## src/rtl/rv32ima_pkg.sv

```systemverilog
// rtl/rv32ima_pkg.sv - shared word, access-width and memory-arbiter types
package rv32ima_pkg;

  typedef logic [31:0] word_t;

  localparam int LDST_WIDTH_W = 2;
  localparam logic [LDST_WIDTH_W-1:0] LDST_WORD = 2'd2;

  typedef enum logic [1:0] {
    IDLE,
    BUSY_I,
    BUSY_D
  } arb_state_t;

  typedef enum logic {
    INST,
    DATA
  } arb_grant_t;

endpackage

```

## src/rtl/mem_arbiter.sv

```systemverilog
// rtl/mem_arbiter.sv - instruction/data arbiter for one shared single-port memory
// Define MEM_ARB_RR_EN to alternate grants on conflicts; otherwise data always wins.
module mem_arbiter
  import rv32ima_pkg::*;
#(
  parameter int STALL_CNT_W = 16
) (
  input  logic                    clk,
  input  logic                    nrst,
  input  logic                    imem_ren,
  input  word_t                   imem_addr,
  output word_t                   imem_load,
  output logic                    ihit,
  input  logic                    dmem_ren,
  input  logic                    dmem_wen,
  input  word_t                   dmem_addr,
  input  word_t                   dmem_store,
  input  logic [LDST_WIDTH_W-1:0] dmem_width,
  output word_t                   dmem_load,
  output logic                    dhit,
  output logic                    ram_ren,
  output logic                    ram_wen,
  output word_t                   ram_addr,
  output word_t                   ram_store,
  output logic [LDST_WIDTH_W-1:0] ram_width,
  input  word_t                   ram_load,
  input  logic                    ram_ready,
  output logic [STALL_CNT_W-1:0]  istall_cnt,
  output logic [STALL_CNT_W-1:0]  dstall_cnt
);

  arb_state_t              state_q, state_d;
  word_t                   addr_q, addr_d;
  word_t                   store_q, store_d;
  logic [LDST_WIDTH_W-1:0] width_q, width_d;
  logic                    wen_q, wen_d;
  logic [STALL_CNT_W-1:0]  istall_q, istall_d;
  logic [STALL_CNT_W-1:0]  dstall_q, dstall_d;
  logic                    i_req, d_req;
  arb_grant_t              grant;

  assign i_req = imem_ren;
  assign d_req = dmem_ren | dmem_wen;

`ifdef MEM_ARB_RR_EN
  arb_grant_t last_q, last_d;

  always_comb begin
    if (i_req && d_req) begin
      grant = (last_q == DATA) ? INST : DATA;
    end else begin
      grant = d_req ? DATA : INST;
    end
  end
`else
  assign grant = d_req ? DATA : INST;
`endif

  always_comb begin
    state_d   = state_q;
    addr_d    = addr_q;
    store_d   = store_q;
    width_d   = width_q;
    wen_d     = wen_q;
    ram_ren   = 1'b0;
    ram_wen   = 1'b0;
    ihit      = 1'b0;
    dhit      = 1'b0;
    imem_load = '0;
    dmem_load = '0;
`ifdef MEM_ARB_RR_EN
    last_d    = last_q;
`endif
    case (state_q)
      IDLE: begin
        if (i_req || d_req) begin
`ifdef MEM_ARB_RR_EN
          last_d = grant;
`endif
          if (grant == DATA) begin
            state_d = BUSY_D;
            addr_d  = dmem_addr;
            store_d = dmem_store;
            width_d = dmem_width;
            wen_d   = dmem_wen;
          end else begin
            state_d = BUSY_I;
            addr_d  = imem_addr;
            store_d = '0;
            width_d = LDST_WORD;
            wen_d   = 1'b0;
          end
        end
      end
      BUSY_I: begin
        ram_ren = 1'b1;
        if (ram_ready) begin
          ihit      = 1'b1;
          imem_load = ram_load;
          state_d   = IDLE;
        end
      end
      BUSY_D: begin
        // A simultaneous read+write request was latched as a write.
        ram_ren = ~wen_q;
        ram_wen = wen_q;
        if (ram_ready) begin
          dhit      = 1'b1;
          dmem_load = ram_load;
          state_d   = IDLE;
        end
      end
      default: state_d = IDLE;
    endcase
  end

  always_comb begin
    istall_d = istall_q;
    dstall_d = dstall_q;
    if (imem_ren && !ihit && (istall_q != '1)) begin
      istall_d = istall_q + STALL_CNT_W'(1);
    end
    if (d_req && !dhit && (dstall_q != '1)) begin
      dstall_d = dstall_q + STALL_CNT_W'(1);
    end
  end

  always_ff @(posedge clk or negedge nrst) begin
    if (!nrst) begin
      state_q  <= IDLE;
      addr_q   <= '0;
      store_q  <= '0;
      width_q  <= '0;
      wen_q    <= 1'b0;
      istall_q <= '0;
      dstall_q <= '0;
`ifdef MEM_ARB_RR_EN
      last_q   <= DATA;
`endif
    end else begin
      state_q  <= state_d;
      addr_q   <= addr_d;
      store_q  <= store_d;
      width_q  <= width_d;
      wen_q    <= wen_d;
      istall_q <= istall_d;
      dstall_q <= dstall_d;
`ifdef MEM_ARB_RR_EN
      last_q   <= last_d;
`endif
    end
  end

  assign ram_addr   = addr_q;
  assign ram_store  = store_q;
  assign ram_width  = width_q;
  assign istall_cnt = istall_q;
  assign dstall_cnt = dstall_q;

endmodule

```

## config.mk

```make
export PLATFORM = sky130hd
export DESIGN_NAME = mem_arbiter
export DESIGN_NICKNAME = d
export VERILOG_FILES = /design/src/rtl/rv32ima_pkg.sv /design/src/rtl/mem_arbiter.sv
export SDC_FILE = /design/constraint.sdc
export NUM_CORES = 1
export LEC_CHECK = 0
export ABC_CLOCK_PERIOD_IN_PS = 3150
export BUFFER_PORTS_ARGS = -buffer_cell sky130_fd_sc_hd__buf_2
export CORE_AREA = 2 2 118 120
export CTS_BUF_LIST = sky130_fd_sc_hd__clkbuf_8
export CTS_CLUSTER_DIAMETER = 100
export DETAILED_ROUTE_END_ITERATION = 16
export DIE_AREA = 0 0 120 122
export PLACE_DENSITY = 0.71
export SLEW_MARGIN = 20
export SYNTH_ARGS = -nofsm -noshare
export SYNTH_HDL_FRONTEND = slang
export SYNTH_SLANG_ARGS = --single-unit
```

## constraint.sdc

```tcl
create_clock -name clk -period 3.15 [get_ports clk]
set_clock_uncertainty 0.15 [all_clocks]
set_input_delay 0.315 -clock clk [delete_from_list [all_inputs] [get_ports clk]]
set_output_delay 0.315 -clock clk [all_outputs]
set_load 0.01 [all_outputs]
```

After elaboration in Yosys (flattened, before gate mapping)
Cells that the tools add are included.
{ "totals": {"out_inout_bits": 166, "reg_bits": 101, "elab_cells": 45, "input_bits": 136} }
{ "op_classes": {"addsub": 2, "n_reduce_logical": 11, "mux": 17, "eq_ne": 6, "bitwise_logic": 2} }
{ "ops": {"columns": ["operator", "n"], "rows": [
  ["$mux W32", 5],
  ["$add A16 B1 Y16 const B", 2],
  ["$ne A16 B16 Y1 const B", 2],
  ["$mux W2", 4],
  ["$mux W1", 6],
  ["$logic_and A1 B1 Y1", 4],
  ["$pmux W2 S2", 1],
  ["$reduce_and A2 Y1", 2],
  ["$eq A2 B1 Y1 const B", 1],
  ["$eq A2 B2 Y1 const B", 1],
  ["$logic_not A1 Y1", 2],
  ["$logic_not A2 Y1", 1],
  ["$ne A2 B1 Y1 const B", 1],
  ["$ne A2 B2 Y1 const B", 1],
  ["$pmux W1 S2", 1],
  ["$reduce_or A2 Y1", 1],
  ["$logic_or A1 B1 Y1", 1],
  ["$not A1 Y1", 1],
  ["$or A1 B1 Y1", 1]
]} }

Logic depth before layout (Yosys ltp)
{ "depth": {"ltp_word": 5, "depth_mapped": 6, "mapped_depth_nobuf": 6} }

Least setup slack after synthesis
No wires, ideal clock.
{ "synth_timing": {"path_kind": "register to register", "startpoint": "register state_q[1]", "endpoint": "register istall_q[14] (netlist: istall_cnt[14])", "synth_period_minus_slack_ns": 1.996, "path_buffers": 0, "stages_incl_launch_ff": 7, "required_ns": 2.920, "path_slack_ns": 1.154, "arrival_time_ns": 1.766, "setup_ns": 0.080, "cell_sequence": "dfrtp_1 > inv_1 > ha_1 > a21bo_2 > or4_4 > nor4b_2 > xor2_1"} }
{ "synth_via": {"elab_chain_cells": 5} }
{ "synth_rtl": {"columns": ["item", "line_no", "text"], "rows": [
  ["start, declared", "mem_arbiter.sv:32", "arb_state_t state_q, state_d;"],
  ["start signal, assigned", "mem_arbiter.sv:141", "state_q <= state_d;"],
  ["$eq A2 B1 Y1", "mem_arbiter.sv:74", "case (state_q)"],
  ["$mux W1", "mem_arbiter.sv:74", null],
  ["$logic_not A1 Y1", "mem_arbiter.sv:120", "if (imem_ren && !ihit && (istall_q != '1)) begin"],
  ["$logic_and A1 B1 Y1 (2 in a row)", "mem_arbiter.sv:120", null],
  ["end signal, assigned", "mem_arbiter.sv:146", "istall_q <= istall_d;"],
  ["end, declared", "mem_arbiter.sv:37", "logic [STALL_CNT_W-1:0] istall_q, istall_d;"]
]} }
No other way between the ends.
A chain may end at the register's enable or synchronous reset.

Final worst setup path
{ "layout_timing": {"startpoint": "register state_q[1]", "endpoint": "register istall_q[9] (netlist: istall_cnt[9])"} }
The elaborated chain is that of the path after synthesis.

==> impl_metrics.toml <==
[status]
status = "complete, no violations"

[floorplanning]
ios = 302
dieArea_mm2 = 0.0146
die_h_um = 122
coreArea_mm2 = 0.0135
initial_core_util_pct = 36.9
die_width_um = 120
num_rows = 43

[sta]
final_hold_viol_count = 0
whs_ns = 0.0236
clock.fmax_ghz = 0.438
worst_pin_slew_ns = 0.627
rsz0062_at_grt = "no"
slew_violations = 0
setup_slack_ns = 0.869
period_share_pct = 72.4
fin_tns_setup_ns = 0
finalSetupViolations = 0
finalCriticalPeriod_ns = 2.28
slew_headroom_pct = 58.2

[cts]
cts_htree_levels = 3
path_clk_slew_ns = 0.10
cts_buffers = 9
clock_latency_ns = 0.36
cts_setup_buffers = 0
cts_buffer_depth = 2
cts_tree = "built"
cts.sinks = 101
clockRootBuffer = "clkbuf_8"

[route]
firstDrtPassIters = 4
first_iter_violations = 182
drc = 0
vias = 4846
post_drt_wl_per_cell_um = 15.7
wirelength_mm = 15.3
vias_per_cell = 5.00
antenna_left = 0

[critical_path]
worst-path-buf-inv = 2
cp-end-kind = "register"
worstPathMaxFanout = 35
worstSetupPathType = "register to register"
slowest_stage = "dfrtp_1"
cp-start-kind = "register"
crit_family = "simple AND/OR/NAND/NOR gates"
worst_ep_required_time_ns = 3.29
slowest_delay_ns = 0.38
crit_arrival_ns = 2.42
crit_path_cell_trace = "inv_1 > ha_1 > buf_4 > a21boi_0 > nand4_1 > nor4b_1 > xor2_1"

[power]
p_per_area_mw_per_mm2 = 827
leakagePower_nw = 3.97
peakVddDrop_v = 0.000413

[placement]
place_ws_ns = 0.882
dp_cells = 933
io_buffers = 301
post_dp_cell_area_mm2 = 0.00670
dpl.hpwl_mm = 11.5
globalplace.congestion = 0.894

[finish]
nets = 927
drive_gt1_share_pct = 43.5
post-route-cell-area_mm2 = 0.00715
layout.cells.non_filler = 970
synthToLayoutAreaGrowth_pct = 43.4
fillers = 1261

[yosys]
syn_inst = 476
synth_warnings = 0
synthTopCellsByArea = "dfrtp_1 51%, and3_1 8.3%, mux2i_1 6.6%, a22o_1 5.8%, xor2_1 4.0%"
syn_avg_cell_area_um2 = 10.5
synth_fp_nets = 618
ys_ff_latch = 101
synth.top_cell.area_share_pct = 50.7
synth_seq_area_share_pct = 50.7
synthesis.area_mm2 = 0.00499
yosys.area.top_type = "dfrtp_1"
yosys.cell_types.count = 43

[job]
cap_violations = 0

[global_route]
antenna_found_initial = 1
grt_overflow = 0
grt_max_degree = 101
grtUsageTotal_pct = 20.2
grt_pass1_vias = 4511
grt_first_pass_wirelength_mm = 23.2

[worst_hold_path]
hp-class = "input port to register"
flip-flops by register name, summed over array words and instances, names as in the netlist:
signal      cells
dstall_cnt     16
ram_width       2
ram_addr       32
state_q         2
wen_q           1
istall_cnt     16
ram_store      32
stage by stage:
stage	power (mW)	util, %
4_1_cts	5.97	53.0
2_1_floorplan	3.76	-
3_5_place_dp	4.93	49.6
5_1_grt	6.34	53.0
3_3_place_gp	4.88	49.6
6_report	5.91	53.0
layout by cell type, fill, tap and decap left out, drive strengths merged, types with 2 or more instances in the layout:
| cell type | instances |
|---|---|
| nor2 | 13 |
| and3 | 66 |
| bufinv | 3 |
| dlygate4sd3 | 21 |
| a21oi | 7 |
| o21ai | 33 |
| mux2i | 33 |
| xor2 | 23 |
| mux2 | 2 |
| inv | 9 |
| a22o | 33 |
| buf | 308 |
| dfrtp | 101 |
| o2bb2ai | 2 |
| or4 | 3 |
| ha | 6 |
| a31oi | 3 |
| nand4 | 12 |
| and2 | 3 |
| nand3 | 10 |
| nor3 | 12 |
| nor2b | 3 |
| nand2 | 48 |
| xnor2 | 2 |
| nor4 | 9 |
| nor4b | 2 |
| clkbuf | 10 |
synth_stat cells (all sizes together):
cell type and n:
a21bo 1, a21boi 1, a21oi 7, a22o 33, a31oi 3, a41oi 1, and2 3, and3 66
and4 1, and4bb 1, buf 4, clkbuf 27, dfrtp 101, ha 6, inv 8, mux2 2
mux2i 33, nand2 48, nand3 10, nand4 12, nor2 13, nor2b 3, nor3 12, nor3b 1
nor4 9, nor4b 2, o21a 1, o21ai 33, o2bb2ai 2, o311ai 1, o31ai 1, or2 1
or3 1, or4 3, xnor2 2, xor2 23
area by class of cell:
| type | count | area (um2) | share of cell area, % |
|---|---|---|---|
| Antenna cell | 1 | 2.50 | 0.0350 |
| Clock buffer | 10 | 138 | 1.92 |
| Clock inverter | 5 | 108 | 1.50 |
| Inverter | 8 | 30.0 | 0.420 |
| Multi-Input combinational cell | 336 | 2330 | 32.5 |
| Sequential cell | 101 | 2530 | 35.3 |
| Tap cell | 180 | 225 | 3.15 |
| Timing Repair Buffer | 329 | 1800 | 25.1 |
what timing repair did:
| action | CTS | global route |
|---|---|---|
| endpoints found under the hold margin | 67 | 0 |
| hold buffers | 21 | 0 |
| resized for setup | 0 | 0 |
metal layers:
layer	up-vias	GRT usage, %	routed length (um)
met5	-	0	0
met4	0	6.99	338
met3	20	5.34	1200
met2	221	35.7	7700
met1	2264	23.7	6020
li1	2341	-	-
path summary, 6_finish.rpt:
| kind | startpoint | endpoint | slack (ns) | depth (start not counted) |
|---|---|---|---|---|
| worst min register to register | ram_addr[9]$_DFFE_PN0P_ | ram_addr[9]$_DFFE_PN0P_ | 0.33 | 2 |
| min in group asynchronous | nrst | dstall_cnt[4]$_DFFE_PN0P_ | 0.34 | 2 |
| max in group asynchronous | nrst | ram_width[0]$_DFFE_PN0P_ | 1.78 | 3 |
| worst min-delay path | dmem_store[22] | ram_store[22]$_DFFE_PN0P_ | 0.02 | 2 |
| worst max register to register | state_q[1]$_DFFE_PN0P_ | istall_cnt[9]$_DFFE_PN0P_ | 0.87 | 7 |
| worst max-delay path | state_q[1]$_DFFE_PN0P_ | istall_cnt[9]$_DFFE_PN0P_ | 0.87 | 7 |
worst reg2reg max path, delay by kind of cell (launching register included):
| kind | cells | cell delay (ns) |
|---|---|---|
| AOI/OAI and AO/OA | 1 | 0.34 |
| DFF | 1 | 0.38 |
| adders and majority gates | 1 | 0.20 |
| xor gates and xnor gates | 1 | 0.18 |
| buffers and inverters | 2 | 0.31 |
| and+or+nand+nor | 2 | 0.67 |
cell families after synthesis:
kind of cell	after synthesis	synth area share [%]
adders and majority gates	6	1.50
muxes	35	7.07
xor gates and xnor gates	25	4.39
DFF	101	50.7
and+or+nand+nor	186	21.6
AOI/OAI and AO/OA	84	11.8
buffers and inverters	39	3.03
where the power goes:
group	internal [mW]	switching (mW)	leakage [nW]
Combinational	1.13	1.51	2.61
Clock	0.550	0.451	0.123
Sequential	1.85	0.421	1.23
Power figures use the tool's default switching activity.
